## src/rtl/seven_segment_decoder_pkg.sv

```systemverilog
// Shared segment masks, glyph codes and decoder FSM encodings.
// Patterns are lit-high, bit6..bit0 = G..A.
package seven_segment_decoder_pkg;

  localparam logic [6:0] SEGMENT_A = 7'h01;
  localparam logic [6:0] SEGMENT_B = 7'h02;
  localparam logic [6:0] SEGMENT_C = 7'h04;
  localparam logic [6:0] SEGMENT_D = 7'h08;
  localparam logic [6:0] SEGMENT_E = 7'h10;
  localparam logic [6:0] SEGMENT_F = 7'h20;
  localparam logic [6:0] SEGMENT_G = 7'h40;

  localparam logic [6:0] GLYPH_0 = 7'h3F;
  localparam logic [6:0] GLYPH_1 = 7'h06;
  localparam logic [6:0] GLYPH_2 = 7'h5B;
  localparam logic [6:0] GLYPH_3 = 7'h4F;
  localparam logic [6:0] GLYPH_4 = 7'h66;
  localparam logic [6:0] GLYPH_5 = 7'h6D;
  localparam logic [6:0] GLYPH_6 = 7'h7D;
  localparam logic [6:0] GLYPH_7 = 7'h07;
  localparam logic [6:0] GLYPH_8 = 7'h7F;
  localparam logic [6:0] GLYPH_9 = 7'h6F;
  localparam logic [6:0] GLYPH_A = 7'h77;
  localparam logic [6:0] GLYPH_B = 7'h7C;
  localparam logic [6:0] GLYPH_C = 7'h39;
  localparam logic [6:0] GLYPH_D = 7'h5E;
  localparam logic [6:0] GLYPH_E = 7'h79;
  localparam logic [6:0] GLYPH_F = 7'h71;

  localparam logic [1:0] S_WAIT     = 2'd0;
  localparam logic [1:0] S_SETTLING = 2'd1;
  localparam logic [1:0] S_STABLE   = 2'd2;

  function automatic logic [6:0] normalize(
    input logic [6:0] raw,
    input logic       active_low
  );
    return active_low ? ~raw : raw;
  endfunction

endpackage

```

## src/rtl/seven_segment_decoder_glyph.sv

```systemverilog
// Combinational glyph lookup: lit-high pattern to legal flag
// and hex nibble.
module seven_segment_decoder_glyph
  import seven_segment_decoder_pkg::*;
(
  input  logic [6:0] i_Pattern,
  output logic       o_Legal,
  output logic [3:0] o_Nibble
);

  always_comb begin
    o_Legal  = 1'b1;
    o_Nibble = 4'h0;
    unique case (i_Pattern)
      GLYPH_0: o_Nibble = 4'h0;
      GLYPH_1: o_Nibble = 4'h1;
      GLYPH_2: o_Nibble = 4'h2;
      GLYPH_3: o_Nibble = 4'h3;
      GLYPH_4: o_Nibble = 4'h4;
      GLYPH_5: o_Nibble = 4'h5;
      GLYPH_6: o_Nibble = 4'h6;
      GLYPH_7: o_Nibble = 4'h7;
      GLYPH_8: o_Nibble = 4'h8;
      GLYPH_9: o_Nibble = 4'h9;
      GLYPH_A: o_Nibble = 4'hA;
      GLYPH_B: o_Nibble = 4'hB;
      GLYPH_C: o_Nibble = 4'hC;
      GLYPH_D: o_Nibble = 4'hD;
      GLYPH_E: o_Nibble = 4'hE;
      GLYPH_F: o_Nibble = 4'hF;
      default: o_Legal  = 1'b0;
    endcase
  end

endmodule

```

## src/rtl/seven_segment_decoder.sv

```systemverilog
// Debounced seven-segment pin decoder: synchronizes raw pins,
// waits for a stable pattern, then commits glyph/blank/error.
module seven_segment_decoder
  import seven_segment_decoder_pkg::*;
#(
  parameter int STABLE_CYCLES = 4,
  parameter bit ACTIVE_LOW    = 1'b1
) (
  input  logic       i_Clk,
  input  logic       i_Reset_L,
  input  logic [6:0] i_Segments,
  output logic [3:0] o_Nibble,
  output logic       o_Valid,
  output logic       o_Blank,
  output logic       o_Error,
  output logic       o_Update,
  output logic [7:0] o_Change_Count
);

  localparam logic [7:0] LP_STABLE = 8'(STABLE_CYCLES);

  logic [6:0] r_sync1;
  logic [6:0] r_sync2;
  logic [2:0] r_fill;
  logic [6:0] r_prev_p;
  logic [7:0] r_cnt;
  logic [6:0] r_comm;
  logic [1:0] r_state;

  logic [6:0] w_p;
  logic       w_same;
  logic [7:0] w_cnt_nxt;
  logic       w_commit;
  logic       w_legal;
  logic [3:0] w_nibble;
  logic [1:0] w_state_nxt;

  assign w_p = normalize(r_sync2, ACTIVE_LOW);

  // r_fill marks when r_sync2 and r_prev_p hold real pin samples
  assign w_same = r_fill[2] && (w_p == r_prev_p);

  assign w_cnt_nxt = !w_same                ? 8'd1 :
                     (r_cnt == LP_STABLE)   ? r_cnt :
                                              r_cnt + 8'd1;

  assign w_commit = r_fill[1] &&
                    (w_cnt_nxt == LP_STABLE) &&
                    ((w_p != r_comm) || (r_state == S_WAIT));

  seven_segment_decoder_glyph u_glyph (
    .i_Pattern (w_p),
    .o_Legal   (w_legal),
    .o_Nibble  (w_nibble)
  );

  always_comb begin
    w_state_nxt = r_state;
    unique case (r_state)
      S_WAIT:
        if (w_commit) w_state_nxt = S_STABLE;
      S_STABLE:
        if (w_commit)             w_state_nxt = S_STABLE;
        else if (w_p != r_comm)   w_state_nxt = S_SETTLING;
      S_SETTLING:
        if (w_commit || (w_p == r_comm))
          w_state_nxt = S_STABLE;
      default:
        w_state_nxt = S_WAIT;
    endcase
  end

  always_ff @(posedge i_Clk) begin
    if (!i_Reset_L) begin
      r_sync1        <= '0;
      r_sync2        <= '0;
      r_fill         <= '0;
      r_prev_p       <= '0;
      r_cnt          <= '0;
      r_comm         <= '0;
      r_state        <= S_WAIT;
      o_Nibble       <= '0;
      o_Valid        <= 1'b0;
      o_Blank        <= 1'b0;
      o_Error        <= 1'b0;
      o_Update       <= 1'b0;
      o_Change_Count <= '0;
    end else begin
      r_sync1  <= i_Segments;
      r_sync2  <= r_sync1;
      r_fill   <= {r_fill[1:0], 1'b1};
      r_prev_p <= w_p;
      r_cnt    <= w_cnt_nxt;
      r_state  <= w_state_nxt;
      o_Update <= w_commit;
      if (w_commit) begin
        r_comm         <= w_p;
        o_Valid        <= w_legal;
        o_Blank        <= (w_p == 7'h00);
        o_Error        <= !w_legal && (w_p != 7'h00);
        o_Change_Count <= o_Change_Count + 8'd1;
        if (w_legal) o_Nibble <= w_nibble;
      end
    end
  end

endmodule

```

## config.mk

```make
export PLATFORM = sky130hd
export DESIGN_NAME = seven_segment_decoder
export DESIGN_NICKNAME = d
export VERILOG_FILES = /design/src/rtl/seven_segment_decoder_pkg.sv /design/src/rtl/seven_segment_decoder_glyph.sv /design/src/rtl/seven_segment_decoder.sv
export SDC_FILE = /design/constraint.sdc
export NUM_CORES = 1
export LEC_CHECK = 0
export ABC_CLOCK_PERIOD_IN_PS = 2050
export CORE_MARGIN = 5
export CORE_UTILIZATION = 37
export CTS_CLUSTER_DIAMETER = 100
export DETAILED_ROUTE_END_ITERATION = 8
export GPL_TIMING_DRIVEN = 0
export PLACE_DENSITY = 0.63
export SYNTH_ARGS = -nofsm -noshare
export SYNTH_HDL_FRONTEND = slang
export SYNTH_SLANG_ARGS = --single-unit
```

## constraint.sdc

```tcl
create_clock -name i_Clk -period 2.05 [get_ports i_Clk]
set_input_delay 0.41 -clock i_Clk [delete_from_list [all_inputs] [get_ports i_Clk]]
set_output_delay 0.41 -clock i_Clk [all_outputs]
set_load 0.02 [all_outputs]
```

# ---- After elaboration in Yosys (flattened, before gate mapping)
# Cells that the tools add are included.
dict set report op_classes {
  n_addsub 2
  eq_ne 26
  mux 10
  bitwise_logic 1
  n_reduce_logical 13
}
# op n
set op_table {}
lappend op_table {{7-bit equality test, second input constant} 12}
lappend op_table {{4-bit one-hot mux with 15 select lines} 1}
lappend op_table {{8-bit by 1-bit adder with 8-bit output, second input constant} 2}
lappend op_table {{8-bit by 3-bit equality test with 1-bit output, second input constant} 2}
lappend op_table {{8-bit two-way mux} 2}
lappend op_table {{16-bit OR reduction} 1}
lappend op_table {{7-bit by 3-bit equality test with 1-bit output, second input constant} 2}
lappend op_table {{7-bit by 6-bit equality test with 1-bit output, second input constant} 2}
lappend op_table {{7-bit equality test} 2}
lappend op_table {{2-bit two-way mux} 4}
lappend op_table {{7-bit zero test} 1}
lappend op_table {{7-bit != test} 1}
lappend op_table {{7-bit NOT} 1}
lappend op_table {{7-bit nonzero test} 1}
lappend op_table {{2-bit one-hot mux with 3 select lines} 1}
lappend op_table {{1-bit logical AND} 4}
lappend op_table {{2-bit != test, second input constant} 2}
lappend op_table {{3-bit != test, second input constant} 1}
lappend op_table {{3-bit AND reduction} 1}
lappend op_table {{2-bit by 1-bit equality test with 1-bit output, second input constant} 1}
lappend op_table {{2-bit equality test, second input constant} 1}
lappend op_table {{2-bit zero test} 1}
lappend op_table {{1-bit logical OR} 2}
lappend op_table {{1-bit two-way mux} 2}
lappend op_table {{other kinds (2)} 2}
dict set report word_totals {
  register_bits 57
  in_bits 9
  output_inout_bits 16
  elab_cells 66
}

# ---- Longest topological paths before layout
dict set report logic_depth {
  ltp_word 10
  ltp_mapped 9
  ltp_nobuf 8
}

# ---- Hierarchy
# A second synthesis with hierarchy kept.
dict set report unflattened {
  hier_cells 315
  area_unflattened_um2 2752.6
}
# mod n_inst cells_per_inst area_each_um2 seq_area_each_um2
set by_module_without_submodules {}
lappend by_module_without_submodules {seven_segment_decoder 1 256 2364.8 1141.1}
lappend by_module_without_submodules {seven_segment_decoder_glyph 1 59 387.9 0.0}

# ---- Worst setup path before layout
# Ideal clock, no wire load.
dict set report synth_path {
  path_type {reg-to-reg}
  start {register r_cnt[0]}
  end {register o_Change_Count[5]}
  setup_time_ps 72
  arrival_time_ps 1942
  required_time_ps 1978
  setup_slack_ps 36
  stages_incl_launch_ff 10
  path_buffers 1
  period_less_slack_ps 2014
  cell_sequence {dfxtp_1 inv_1 ha_1 nor3b_1 nand3_1 and3_1 a21oi_4 buf_6 nor4_1 mux2i_1}
}
dict set report synth_between {
  elab_chain_len 6
  elab_cells_between_ends 7
  cone_classes {1 x add/sub; 2 x eq/ne; 2 x mux; 2 x reduce/logical}
}
# item line_no
set synth_rtl {}
lappend synth_rtl {{start: declaration} seven_segment_decoder.sv:26} ;# logic [7:0] r_cnt;
lappend synth_rtl {{start signal: assignment} seven_segment_decoder.sv:93} ;# r_cnt <= w_cnt_nxt;
lappend synth_rtl {{8-bit by 1-bit adder with 8-bit output / 8-bit by 3-bit equality test with 1-bit output (equally long branches)} {seven_segment_decoder.sv:45, seven_segment_decoder.sv:44}}
lappend synth_rtl {{8-bit two-way mux (*)} seven_segment_decoder.sv:44} ;# (r_cnt == LP_STABLE) ? r_cnt :
lappend synth_rtl {{8-bit two-way mux (*)} seven_segment_decoder.sv:43} ;# assign w_cnt_nxt = !w_same ? 8'd1 :
lappend synth_rtl {{8-bit by 3-bit equality test with 1-bit output (*)} seven_segment_decoder.sv:48} ;# (w_cnt_nxt == LP_STABLE) &&
lappend synth_rtl {{1-bit logical AND (*)} seven_segment_decoder.sv:47} ;# assign w_commit = r_fill[1] &&
lappend synth_rtl {{1-bit logical AND (*)} seven_segment_decoder.sv:48}
lappend synth_rtl {{end signal: assignment} seven_segment_decoder.sv:101} ;# o_Change_Count <= o_Change_Count + 8'd1;
lappend synth_rtl {{end: declaration} seven_segment_decoder.sv:17} ;# output logic [7:0] o_Change_Count
# Every way passes the cells marked *; elsewhere a longest branch is shown, timed or not.
# A chain may end at the register's enable or synchronous reset.

# ---- Final worst setup path
dict set report layout_path {
  start {register r_cnt[2]}
  end {register o_Change_Count[7]}
}
# Same word-level chain as after synthesis.

==> reports/qor.yml <==
status:
  outcome: "completed"
timing:
  hold_viol_final: 0
  period_share: 0.960
  finalSetupTns_ns: 0
  fin_crit_ns: 1.97
  slew_headroom: 0.610
  setup-violations-final: 0
  fmax_mhz: 508
  tightest_slew_ns: 0.586
  final_max_slew_viol_count: 0
  skew_ns: 0.0100
place:
  dpl.hpwl_um: 4560
  place.port_buffers: 24
  gp_congestion: 0.866
cells_and_area:
  nFillCells: 729
  final_core_util: 0.502
  insertedDiodeCount: 0
  area_delta_synth_final_pct: 31.3
  finalNetCount: 373
  drive_gt1_frac: 0.249
power_and_ir_drop:
  leakage_nw: 1.32
  powerDensity_nw_per_um2: 659
  ir_worst_vdd_v: 0.000392
setup_path:
  cp.required_ns: 2.33
  critical_path_class: "reg -> reg"
  slowest_delay_ns: 0.38
  crit_path_cell_trace: "and4_1 > nand4_1 > xor2_2 > a21oi_4 > buf_6 > nor4_2 > mux2i_1"
  cp.arrival_ns: 2.25
  cp-end-kind: "register"
  r2r.worst_path.cells: 7
  critPathMaxFanout: 10
  critPathLaunchType: "register"
  crit_slowest_cell: "dfxtp_2"
routing:
  wl_um: 6830
  post-route-drc-count: 0
  via_per_inst: 5.27
  via_count: 2451
  detail_route.wl_per_cell_um: 14.7
  drt-initial-drc-count: 115
  drt_pass1_iterations: 4
  ant_nets: 0
clocking:
  tritoncts: "yes"
  clk_path_buf_depth: 2
  clk_pin_slew_worst_paths_ns: 0.07
  clock-sinks: 57
  insertion_delay_ns: 0.34
  cts_buffers: 9
  h-tree-depth: 3
  cts_root_buf: "clkbuf_8"
  ctsHoldBuffers: 0
hold_path:
  hold_class: "reg -> reg"
  whs_path_depth: 1
global_route:
  antenna_found_initial: 0
  grt_max_degree: 11
  overflow: 0
  grt_pass1_vias: 2336
  grt_first_pass_wirelength_um: 11100
  grt_usage: 0.145
logic_synthesis:
  synth_edf_count: 0
  ys_seq_elements: 57
  synthFlopType: "dfxtp_1"
  synth_area_leader_cell: "dfxtp_1"
  synth_top_area_frac: 0.409
  synth.area.top_cells: "dfxtp_1, and2_1, xor2_1"
  post_synth.cell_area_avg_um2: 8.85
  ys_warn_count: 0
  syn-instance-count: 315
  syn_nets: 327
  syn_area_um2: 2790
  synthArstFlopShare: 0
  ys_types: 55
  yosysSeqAreaShare: 0.409
floorplanning:
  start_util: 0.382
  core_um2: 7290
  die-area_um2: 9370
  rows: 31
  die_h_um: 96.8
  ios: 25
  die_w_um: 96.8
job:
  maxCapViolCount: 0
-- power by group --
group / switching, W / internal [W]
Sequential: 0.0000149 / 0.00113
Combinational: 0.0000994 / 0.0000846
Clock: 0.000455 / 0.000627
Total: 0.000569 / 0.00184
-- metal layers --
metal | vias to the layer above | global-route usage | wire, um
li1 | 1202 | - | -
met1 | 1180 | 0.172 | 3030
met2 | 53 | 0.239 | 3350
met3 | 16 | 0.0482 | 328
met4 | 0 | 0.0605 | 130
met5 | - | 0 | 0
-- final timing paths --
path / from / endpoint / slack (ns)
min reg2reg: r_sync1[5]$_SDFF_PN0_ / r_sync2[5]$_SDFF_PN0_ / 0.43
max: r_cnt[2]$_SDFF_PN0_ / o_Change_Count[7]$_SDFFE_PN0P_ / 0.08
min: r_sync1[5]$_SDFF_PN0_ / r_sync2[5]$_SDFF_PN0_ / 0.43
max reg2reg: r_cnt[2]$_SDFF_PN0_ / o_Change_Count[7]$_SDFFE_PN0P_ / 0.08
-- metrics by stage --
stage	hold WS (ns)	instances	instance area, um2	setup slack [ns]	power (W)
floorplan	0.412	315	2790	0.0363	0.00128
global placement	0.415	438	3150	-0.237	0.00133
detailed placement	0.423	438	3150	-0.279	0.00133
CTS	0.440	455	3420	0.00301	0.00242
global route	0.455	465	3660	-0.0175	0.00252
finish	0.434	465	3660	0.0810	0.00241
-- synthesized netlist by cell type, drive strengths merged (2+ instances only) --
| library cell | n |
|---|---|
| dfxtp | 57 |
| mux2i | 10 |
| nor3b | 2 |
| and4 | 4 |
| o2111ai | 2 |
| a21oi | 18 |
| or3 | 9 |
| and3b | 2 |
| nor2b | 2 |
| buf | 16 |
| inv | 5 |
| nand4b | 2 |
| o211ai | 2 |
| nor4b | 2 |
| nand3 | 10 |
| and3 | 5 |
| clkbuf | 9 |
| nor3 | 8 |
| nor2 | 26 |
| nor4 | 6 |
| nand2 | 20 |
| nand4 | 12 |
| o21a | 4 |
| xor2 | 13 |
| o21ai | 17 |
| xnor2 | 10 |
| and2 | 17 |
| nand2b | 7 |
| a21boi | 3 |
| ha | 3 |
-- worst max-delay path, delay by kind of cell (launching register included) --
family / cells / cell delay (ns)
buf+inv: 1 / 0.16
xor+xnor: 1 / 0.29
simple gates: 3 / 0.74
compound gates: 1 / 0.11
mux: 1 / 0.21
flops: 1 / 0.38
-- cell families (layout without fill, tap and decap cells) --
| group | Yosys count | count (layout) | share of synthesized area |
|---|---|---|---|
| simple gates | 137 | 137 | 0.288 |
| flops | 57 | 57 | 0.409 |
| buf+inv | 30 | 81 | 0.0543 |
| xor+xnor | 23 | 23 | 0.0749 |
| compound gates | 55 | 55 | 0.124 |
| fa+ha+maj | 3 | 3 | 0.0135 |
| mux | 10 | 10 | 0.0359 |
-- repair_timing --
action | 4_1_cts | 5_1_grt
pin swaps | 2 | 19
setup endpoints to repair | 23 | 23
resized for setup | 15 | 49
hold endpoints to repair | 0 | 0
gates cloned | 0 | 1
setup buffers | 1 | 11
-- sequential cells by signal, indices dropped and copies added (netlist names), 2 cells and up --
register	cells
o_Change_Count	8
o_Nibble	4
r_cnt	8
r_comm	7
r_fill	3
r_prev_p	7
r_state	2
r_sync1	7
r_sync2	7
-- placed cells by master (no fill, tap or decap), types with 4 or more instances in the layout --
master / count
mux2i_1: 10
buf_4: 14
nand2_1: 20
a21oi_1: 13
buf_2: 7
xnor2_1: 9
clkdlybuf4s50_1: 24
o21a_1: 4
clkbuf_1: 7
nand2b_1: 7
dfxtp_2: 4
clkbuf_8: 11
and3_1: 4
dfxtp_1: 51
buf_6: 5
nand3_2: 4
and2_1: 17
nand3_1: 6
nor2_1: 22
a21oi_2: 4
nor4_2: 4
nand4_1: 12
xor2_1: 10
or3_1: 9
nor3_1: 4
o21ai_0: 14
-- layout make-up --
type,count,area (um2),area share
buffer,23,150,0.0410
clock buffer,12,155,0.0424
clock inverter,4,51.3,0.0140
inverter,5,18.8,0.00513
multi-input combinational,228,1670,0.456
sequential,57,1150,0.315
tap,99,124,0.0338
timing repair buffer,37,339,0.0926
No activity file was read; power rests on OpenSTA's default activity.
==> patch 1 (same settings) <==
Reset style: asynchronous (`i_Reset_L`), changed in one clocked block.
--- a/src/rtl/seven_segment_decoder.sv
+++ b/src/rtl/seven_segment_decoder.sv
@@ -70,7 +70,7 @@
     endcase
   end
 
-  always_ff @(posedge i_Clk) begin
+  always_ff @(posedge i_Clk or negedge i_Reset_L) begin
     if (!i_Reset_L) begin
       r_sync1        <= '0;
       r_sync2        <= '0;
Behaviour: differs if i_Reset_L is asserted again (counterexample within 10 cycles, from zero or initial values and one cycle with i_Reset_L low); with i_Reset_L held inactive, the same outputs for 10 cycles.
==> patch 1 against the unedited design <==
Critical path depth did not move; highest routed layer unchanged; wire length is 12% lower; setup slack worse by 0.39 ns; critical path type unchanged; sequential cell count unchanged; clock skew shrank 0.0021 ns; the run now ends with setup timing left; cell area is 3.4% higher; core utilization up 5.2 points; synthesized area is 6.1% lower; total power shrank 3.4%; final cell count shrank 17%.
==> patch 1: results (changes against the unedited design) <==
* Result of the run: finished, violations left
* Failing checks: setup timing
* Commonest cells in the synthesized netlist: sky130_fd_sc_hd__dfrtp_1, sky130_fd_sc_hd__xor2_1, sky130_fd_sc_hd__nor2_1
* Met3 WL post-DR at 173 µm (-47%)
* Share of flip-flops with an asynchronous set or reset after synthesis at 100.0% (+100 points)
* Met2 wirelength from detailed routing at 2939 µm (-12%)
* Critical R2R Launch: r_sync2[3]$_DFF_PN0_
* Final HPWL DP at 3639 µm (-20%)
* Placer's final routability congestion estimate at 0.8189 (-5.5%)
* Number of antenna violations at the first check in global routing at 0 (unchanged)
* Sequential-to-total area share from yosys stat at 54.44% (+14 points)
* Library cell contributing the largest single delay on the critical path: sky130_fd_sc_hd__or4_4
* Post-Route WL at 6001 µm (-12%)
* Slew of the pin with the lowest slew margin at 0.5591 ns (-0.02653 ns)
* Vias in the first global route at 2064 (-12%)
* Global-route track usage on met3 at 3.446% (-1.4 points)
* Total vias in the final route at 1959 (-20%)
* Final count of negative-setup-slack endpoints at 23 (+23)
* Netlist cell types at 46 (-16%)
* CP max stage delay at 0.56 ns (+0.18 ns)
* Adder-cell share of the synthesized area at 1.433% (+0.087 points)
* Parity-gate share of the synthesized area counting xor and xnor cells at 10.03% (+2.5 points)
* Setup slack of the critical path after layout at -0.3051 ns (-0.3861 ns)
* Global routing usage on met1 at 19.43% (+2.3 points)
* Minimum hold slack at 0.05465 ns (-0.3793 ns)
* Complex-gate fraction of the synthesized area at 5.587% (-6.8 points)
* Maximum net fanout on the critical path at 5 (-5)
* Path category of the worst min-delay check: primary input to asynchronous set/reset pin
* Leading post-synthesis cells by cell area: sky130_fd_sc_hd__dfrtp_1, sky130_fd_sc_hd__xor2_1, sky130_fd_sc_hd__mux2_1
* Final period utilization at 114.9% (+19 points)
* Initial DRT Pass Iterations at 4 (unchanged)
* Fillcell total at 584 (-20%)
* Number of nets in the finished design at 299 (-20%)
* Share of final-layout standard cells stronger than drive strength 1 at 36.30% (+11 points)
* Setup Buffers After CTS at 21 (+20)
* GRT Overall Usage at 14.98% (+0.51 points)
* Initial DRC Count at 127 (+10%)
* First-pass GRT wire length at 10150 µm (-8.3%)
* Endpoint arrival time on the critical path at 2.58 ns (+0.33 ns)
* CTS-repair resized insts at 52 (+37)
* Post-Syn Nets at 237 (-28%)
* Yosys warnings at 0 (unchanged)
* Largest net degree at the start of global routing at 34 (+23)
* Final Skew at 0.007935 ns (-0.002094 ns)
* Clock latency at the later pin of the worst-skew pair at 0.34 ns (about the same)
* Family with the most delay on the worst path: simple AND/OR/NAND/NOR gates
* Multiplexer share of the synthesized area at 6.734% (+3.1 points)
* Fraction of met2 tracks used by global routing at 22.70% (-1.2 points)
* Most repeated cell in the gate-level netlist after synthesis: sky130_fd_sc_hd__dfrtp_1
* Routed metal-1 wirelength at 2712 µm (-10%)
* Peak supply drop at 0.4445 mV (+13%)
* Maximum count of clock buffers along a single path at 2 (unchanged)
* Leak Pwr at 1.579 nW (+20%)
* Overflow left after global routing at 0 (unchanged)
* CTS H-tree depth at 3 (unchanged)
-- patch 1: cell types whose count changed after synthesis, moves of 12 or more --
cell,unedited run,this run
sky130_fd_sc_hd__dfrtp_1,0,57
sky130_fd_sc_hd__a21oi_1,16,4
sky130_fd_sc_hd__and2_1,17,3
sky130_fd_sc_hd__dfxtp_1,57,0
sky130_fd_sc_hd__o21ai_0,16,2
-- patch 1: final timing paths --
check | cells past startpoint | end
hold / removal | 1 | r_sync1[1]$_DFF_PN0_
setup / recovery | 7 | o_Nibble[3]$_DFFE_PN0P_
hold reg to reg | 0 | r_sync2[2]$_DFF_PN0_
setup reg to reg | 7 | o_Nibble[3]$_DFFE_PN0P_
max in group asynchronous | 2 | r_cnt[3]$_DFF_PN0_
min in group i_Clk | 0 | r_sync2[2]$_DFF_PN0_
-- patch 1: final cells by class --
class / count / area [µm²] / share of cell area [%]
clock inverter: 2 / 10.01 / 0.2645
tap: 96 / 120.1 / 3.174
clock buffer: 14 / 182.7 / 4.826
buffer: 8 / 73.82 / 1.950
timing repair buffer: 52 / 491.7 / 12.99
inverter: 11 / 41.29 / 1.091
sequential: 57 / 1430 / 37.79
multi-input combinational: 148 / 1435 / 37.92
-- patch 1: through the flow --
stage,area (µm²),power [mW],std cells,setup WS [ns],setup TNS [ns]
5_1_grt,3785,2.418,388,-0.3921,-6.908
4_1_cts,3676,2.349,384,-0.3363,-3.688
3_3_place_gp,3062,1.313,345,-1.194,-73.52
3_5_place_dp,3077,1.318,346,-0.4406,-6.459
6_report,3785,2.332,388,-0.3051,-3.918
2_1_floorplan,2701,1.254,225,-0.1244,-1.219
-- patch 1: where the power goes --
part | switching [mW] | internal, mW | leakage [nW]
logic | 0.0942 | 0.0701 | 0.745
registers | 0.0144 | 1.15 | 0.731
clock network | 0.437 | 0.567 | 0.102
==> patch 2 (same flow settings) <==
Without the edit above. `ACTIVE_LOW`: 1'b1 -> 1'b0.
--- a/src/rtl/seven_segment_decoder.sv
+++ b/src/rtl/seven_segment_decoder.sv
@@ -4,7 +4,7 @@
   import seven_segment_decoder_pkg::*;
 #(
   parameter int STABLE_CYCLES = 4,
-  parameter bit ACTIVE_LOW    = 1'b1
+  parameter bit ACTIVE_LOW    = 1'b0
 ) (
   input  logic       i_Clk,
   input  logic       i_Reset_L,
Formal check against the unedited RTL: not equivalent (Yosys sat finds a counterexample within 10 cycles, from zero or initial values and one cycle with i_Reset_L low).
==> patch 2 against the unedited design <==
Clock skew down 0.0015 ns; wire length up 3.2%; synthesized area shrank 0.90%; total power up 2.6%; global-route usage rose by 1.8 points; sequential cell count unchanged; the run now ends with setup timing left; largest power group is now clock; critical path depth unchanged; cell area is 1.6% higher; first-iteration DRC count fell by 9.6%; setup slack got worse by 0.69 ns.
==> patch 2: results (changes against the unedited design) <==
* Number of nets in the finished design at 387 (+3.8%)
* Nature of the critical path endpoint: register
* Total vias in the final route at 2501 (+2.0%)
* Commonest cells in the synthesized netlist: sky130_fd_sc_hd__dfxtp_1, sky130_fd_sc_hd__nand2_1, sky130_fd_sc_hd__nor2_1
* Critical register-to-register path endpoint: o_Change_Count[5]$_SDFFE_PN0P_
* Endpoint arrival time on the critical path at 2.93 ns (+0.68 ns)
* Max-Slew Margin vs Limit at 58.14% (-2.8 points)
* Failing checks: setup timing
* Sequential-to-total area share from yosys stat at 41.29% (+0.37 points)
* Met3 WL post-DR at 209 µm (-36%)
* Yosys warnings at 0 (unchanged)
* Leak Pwr at 1.256 nW (-4.9%)
* Routed metal-1 wirelength at 3196 µm (+5.6%)
* Share of final-layout standard cells stronger than drive strength 1 at 22.89% (-2.0 points)
* Switching share of total power at 23.63% (+0.045 points)
* Met2 wirelength from detailed routing at 3521 µm (+5.2%)
* Leading post-synthesis cells by cell area: sky130_fd_sc_hd__dfxtp_1, sky130_fd_sc_hd__xnor2_1, sky130_fd_sc_hd__and2_1
* Post-Syn Nets at 336 (+2.8%)
* Library cell contributing the largest single delay on the critical path: sky130_fd_sc_hd__or4_4
* Initial DRC Count at 104 (-9.6%)
* Placer's final routability congestion estimate at 0.8646 (-0.20%)
* Minimum hold slack at 0.4343 ns (+0.0003250 ns)
* Vias in the first global route at 2369 (+1.4%)
* Power density over cell area at 665.8 nW/µm² (+1.0%)
* Post-Route WL at 7056 µm (+3.2%)
* Power drawn by the clock network at 1.18 mW (+9%)
* CTS-repair resized insts at 35 (+20)
* GRT Overall Usage at 16.26% (+1.8 points)
* Inst Count DP at 447 (+2.1%)
* Fraction of met2 tracks used by global routing at 26.62% (+2.7 points)
* CP max stage delay at 0.48 ns (+0.10 ns)
* Largest net degree at the start of global routing at 13 (+2)
* Total negative slack for setup checks at -11.03 ns (-11.03 ns)
* First-pass GRT wire length at 11670 µm (+5.4%)
* Setup slack of the critical path after layout at -0.6106 ns (-0.6916 ns)
* Maximum net fanout on the critical path at 8 (-2)
* Setup Buffers After CTS at 16 (+15)
* Global routing usage on met1 at 20.23% (+3.0 points)
* Hold Startpoint: r_sync1[0]$_SDFF_PN0_
* Netlist cell types at 57 (+3.6%)
* Global-route track usage on met3 at 4.648% (-0.17 points)
* Fillcell total at 688 (-5.6%)
* Result of the run: finished, violations left
* Avg Synthesized Cell Area at 8.531 µm² (-3.7%)
* Final count of negative-setup-slack endpoints at 25 (+25)
* Comb pwr at 0.154 mW (-16%)
* Highest metal layer with signal wires: met4
* Area after detailed placement at 3183 µm² (+0.95%)
* Final Skew at 0.008569 ns (-0.001460 ns)
[patch 2: cell types whose count changed in the layout (fill, tap and decap cells not counted), sizes merged, moves of 7 or more]
cell	change
nand2	+11
o21ai	-11
mux2i	-8
nand4	-7
xnor2	+7
xor2	-7
[patch 2: final cells by class]
cell class	instances	area, µm²	share of cell area (%)
Clock buffer	9	123.9	3.330
Buffer	19	127.6	3.431
Inverter	9	33.78	0.9082
Tap cell	99	123.9	3.330
Multi-Input combinational cell	235	1635	43.96
Clock inverter	7	101.3	2.725
Sequential cell	57	1151	30.95
Timing Repair Buffer	44	422.9	11.37
[patch 2: kinds of logic after synthesis]
kind of cell	synth area share, %
AND/OR/NAND/NOR	31.28
flip-flops	41.29
AO/OA/AOI/OAI	12.99
buffers and inverters	5.070
XOR/XNOR	7.288
adder cells (fa/ha/maj)	1.358
multiplexers	0.7243
